===== config.mk =====
export PLATFORM = sky130hd
export DESIGN_NAME = td4_op_decoder_flat
export DESIGN_NICKNAME = d
export VERILOG_FILES = /design/src/rtl/td4_op_decoder_if.sv /design/src/rtl/td4_op_decoder.sv /design/src/flat_wrapper.sv
export SDC_FILE = /design/constraint.sdc
export NUM_CORES = 1
export LEC_CHECK = 0
export CAP_MARGIN = 25
export CORE_AREA = 2 2 39 41
export CTS_BUF_LIST = sky130_fd_sc_hd__clkbuf_8
export CTS_CLUSTER_SIZE = 8
export DETAILED_ROUTE_END_ITERATION = 6
export DIE_AREA = 0 0 41 43
export SLEW_MARGIN = 5
export SYNTH_ARGS = -nofsm -noshare
export SYNTH_HDL_FRONTEND = slang
export SYNTH_SLANG_ARGS = --single-unit

===== constraint.sdc =====
create_clock -name clk -period 0.9 [get_ports clk]
set_input_delay 0.27 -clock clk [delete_from_list [all_inputs] [get_ports clk]]
set_output_delay 0.27 -clock clk [all_outputs]
set_load 0.05 [all_outputs]

===== src/rtl/td4_op_decoder_if.sv =====
// Opcode/carry inputs and mux-select/load-enable outputs of the TD4 decoder.
interface td4_op_decoder_if;
    logic [3:0] in_op;
    logic       in_alu_c;
    logic       out_s0;
    logic       out_s1;
    logic       out_r0;
    logic       out_r1;
    logic       out_r2;
    logic       out_r3;

    modport master (
        output in_op, in_alu_c,
        input  out_s0, out_s1, out_r0, out_r1, out_r2, out_r3
    );

    modport slave (
        input  in_op, in_alu_c,
        output out_s0, out_s1, out_r0, out_r1, out_r2, out_r3
    );
endinterface


===== src/rtl/td4_op_decoder.sv =====
// TD4 instruction decoder: combinational opcode decode into mux select and
// one-hot register loads, plus the carry flag consulted by JNC.
module td4_op_decoder (
    input logic              clk,
    input logic              rst_n,
    td4_op_decoder_if.slave  bus
);

    logic       carry_q;
    logic       carry_d;
    logic [1:0] sel;
    logic [3:0] load;   // {PC, OUT, B, A}

    always_comb begin
        carry_d = bus.in_alu_c;
    end

    always_ff @(posedge clk or negedge rst_n) begin
        if (!rst_n) begin
            carry_q <= 1'b0;
        end else begin
            carry_q <= carry_d;
        end
    end

    // Anything that does not match a defined opcode (including X/Z) decodes as NOP.
    always_comb begin
        sel  = 2'b11;
        load = 4'b0000;
        if (rst_n) begin
            case (bus.in_op)
                4'b0000: begin sel = 2'b00; load = 4'b0001; end
                4'b0001: begin sel = 2'b01; load = 4'b0001; end
                4'b0010: begin sel = 2'b10; load = 4'b0001; end
                4'b0011: begin sel = 2'b11; load = 4'b0001; end
                4'b0100: begin sel = 2'b00; load = 4'b0010; end
                4'b0101: begin sel = 2'b01; load = 4'b0010; end
                4'b0110: begin sel = 2'b10; load = 4'b0010; end
                4'b0111: begin sel = 2'b11; load = 4'b0010; end
                4'b1001: begin sel = 2'b01; load = 4'b0100; end
                4'b1011: begin sel = 2'b11; load = 4'b0100; end
                4'b1110: begin sel = 2'b11; load = {~carry_q, 3'b000}; end
                4'b1111: begin sel = 2'b11; load = 4'b1000; end
                default: begin sel = 2'b11; load = 4'b0000; end
            endcase
        end
    end

    assign bus.out_s1 = sel[1];
    assign bus.out_s0 = sel[0];
    assign bus.out_r0 = load[0];
    assign bus.out_r1 = load[1];
    assign bus.out_r2 = load[2];
    assign bus.out_r3 = load[3];

endmodule


===== src/flat_wrapper.sv =====
// flat-port wrapper written by rule: the top's interface ports become plain ports
module td4_op_decoder_flat 
  (clk, rst_n, bus_in_op, bus_in_alu_c, bus_out_s0, bus_out_s1, bus_out_r0, bus_out_r1, bus_out_r2, bus_out_r3);
  td4_op_decoder_if bus_i ();
  input logic clk;
  input logic rst_n;
  input wire logic [$bits(bus_i.in_op)-1:0] bus_in_op;
  input wire logic [$bits(bus_i.in_alu_c)-1:0] bus_in_alu_c;
  output wire logic [$bits(bus_i.out_s0)-1:0] bus_out_s0;
  output wire logic [$bits(bus_i.out_s1)-1:0] bus_out_s1;
  output wire logic [$bits(bus_i.out_r0)-1:0] bus_out_r0;
  output wire logic [$bits(bus_i.out_r1)-1:0] bus_out_r1;
  output wire logic [$bits(bus_i.out_r2)-1:0] bus_out_r2;
  output wire logic [$bits(bus_i.out_r3)-1:0] bus_out_r3;
  assign bus_i.in_op = bus_in_op;
  assign bus_i.in_alu_c = bus_in_alu_c;
  assign bus_out_s0 = bus_i.out_s0;
  assign bus_out_s1 = bus_i.out_s1;
  assign bus_out_r0 = bus_i.out_r0;
  assign bus_out_r1 = bus_i.out_r1;
  assign bus_out_r2 = bus_i.out_r2;
  assign bus_out_r3 = bus_i.out_r3;
  td4_op_decoder u_core (.clk(clk), .rst_n(rst_n), .bus(bus_i));
endmodule

==> out/metrics.csv <==
stage;metric;value;unit
power;cellPowerDensity;563;nW/um2
timing;worst_slew_margin_rel;87.7;%
global_route;grt_start_max_net_pins;6;
floorplanning;fp.dieArea;1760;um2
route;drcViolationCount;0;
critical_path;crit_fanout;3;
outcome;run_status;complete, but fails checks;
floorplanning;die-width;41;um
route;route.antenna.remaining_nets;0;
synth;synth_compound_area_share;14.9;%
floorplanning;fp.dieH;43;um
synth;arithmetic_cell_share_of_the_synthesized_area_counting_full_adders_half_adders_and_majority_gates;0;%
placed_design;post_dp_cell_area;355;um2
power;power.ir.vdd_worst;0.158;mV
floorplanning;fp.coreArea;1380;um2
timing;report.final.hold_viol_count;0;
timing;final.setup.tns;-1510;ps
placed_design;place_hpwl;313;um
floorplanning;placementRows;14;
synth;seq_area_frac_synth;27.0;%
synth;yosys.area_share.simple;50.0;%
synth;synth_xor_area_share;0;%
synth;yosys_warnings;0;
synth;yosys-mux-area-fraction;0;%
power;power;237;uW
outcome;failed_checks;negative setup slack;
finish;post_route_cells_drive_above_1_share;83.9;%
global_route;wire_length_of_the_first_global_routing_pass;565;um
timing;period_share;138;%
power;p_leak;0.000177;uW
synth;synth_instances;12;
route;wl_per_cell;7.66;um
cts;clkSlewWorstSetupHoldPaths;0;ps
critical_path;critPathCaptureType;output port;
finish;mostFrequentLayoutCell;buf_6;
floorplanning;io_pins;13;
synth;netlist-cell-type-count;11;
job;timing.max_cap.violations;0;
timing;report.final.setup_viol;6;
finish;insertedDiodeCount;0;
critical_path;worstPathCellList;buf_6 -> nand2b_4 -> a211o_4 -> buf_8;
finish;final_nets;40;
synth;largest_family_of_logic_cells_by_synthesized_area;simple AND/OR/NAND/NOR gates;
global_route;antenna_found_initial;0;
finish;syn_to_final_growth;354;%
finish;reg.largest.list;u_core.carry_q (1);
timing;max_freq;804;MHz
timing;rsz0062_at_grt;yes;
synth;synth.ff_latch_count;1;
critical_path;cp_slowest_cell;a211o_4;
synth;synth.avg_cell_area;7.72;um2
route;wl;360;um
route;via_count;168;
critical_path;critPathMaxStageDelay;320;ps
placed_design;io_buffers;12;
finish;largest_register_ff_count;1;
min_path;worst_hold_path_type;input port to asynchronous set/reset pin;
global_route;grt_usage;4.31;%
global_route;overflow_left_after_global_routing;0;
synth;number_of_nets_produced_by_synthesis;19;
finish;largest-register;u_core.carry_q;
critical_path;required;630;ps
timing;final_max_slew_viol_count;0;
global_route;first_global_vias;131;
route;drt-pass1-iter-count;4;
route;avgViaCountPerCell;3.57;
finish;final_design_instance_area_without_fill;420;um2
finish;layoutNonFillerInstCount;47;
placed_design;placed_cells;46;
finish;final_design_utilization;30.4;%
critical_path;setup.worst_path.start_class;input port;
critical_path;path_class;input port to output port;
floorplanning;start_util;6.69;%
synth;netlist_area;92.6;um2
timing;timing_worst_slew_pin_value;184;ps
placed_design;weighted_congestion_reported_at_the_end_of_routability_driven_placement;0.526;
finish;final_cell_mix;buf_6 (6), buf_8 (4), buf_12 (4), buf_4 (4);
critical_path;critPathArrivalTime;970;ps
timing;final_period_minus_worst_setup_slack;1240;ps
route;dr.first_iter.drc_count;1;
timing;setup_slack;-343;ps
[how the worst max path moves through the flow]
stage	startpoint	endpoint
floorplan	rst_n	bus_out_r1
global placement	bus_in_op[2]	bus_out_s1
detailed placement	bus_in_op[2]	bus_out_s1
CTS	bus_in_op[2]	bus_out_s1
global route	bus_in_op[2]	bus_out_s1
finish	bus_in_op[2]	bus_out_s1
[area by class of cell]
class	instances	area (um2)
tap	16	20.0
timing repair buffer	19	248
inverter	2	12.5
fill	137	963
sequential	1	25.0
multi-input combinational	9	115
[per-stage QoR]
| stage | hold slack [ps] | worst slack, ps |
|---|---|---|
| global placement | 588 | -768 |
| floorplan | -25.6 | -220 |
| detailed placement | 587 | -767 |
| CTS | 155 | -349 |
| finish | 153 | -343 |
| global route | 163 | -366 |
[synthesized netlist by cell type]
library cell	instances	area share, %
nand2b_4	1	15
a211o_1	1	9.5
nand4_1	1	6.8
nor3_1	1	5.4
dfrtp_1	1	27
nor3b_1	1	8.1
nor2_1	1	4.1
or3_1	1	6.8
nand2_1	1	4.1
a21oi_1	1	5.4
inv_1	2	8.1
[repair_timing]
action,CTS,global route
cloned,0,0
resized for setup,38,3
hold buffers,0,0
setup buffers,1,0
setup endpoints to repair,6,6
pin swaps,5,4
[layer usage]
layer / vias up / GRT usage, % / routed length (um)
li1: 82 / - / -
met1: 79 / 7.69 / 151
met2: 7 / 5.94 / 181
met3: 0 / 0 / 27
met4: 0 / 0 / 0
met5: - / 0 / 0
[critical path, delay by kind of cell]
kind / cells / cell delay, ps
AOI/OAI and AO/OA: 1 / 320
buffers and inverters: 2 / 250
and+or+nand+nor: 1 / 130
[power by group]
part           internal (uW)  leakage, uW  total (uW)  switching [uW]
registers               48.1    0.0000117        50.0            1.91
logic                    104     0.000165         187            82.6
clock network              0            0           0               0
total                    152     0.000177         237            84.5
[logic make-up after synthesis]
kind of cell / Yosys count
AO/OA/AOI/OAI: 2
buffers and inverters: 2
flip-flops: 1
AND/OR/NAND/NOR: 7
Power figures use the tool's default switching activity.
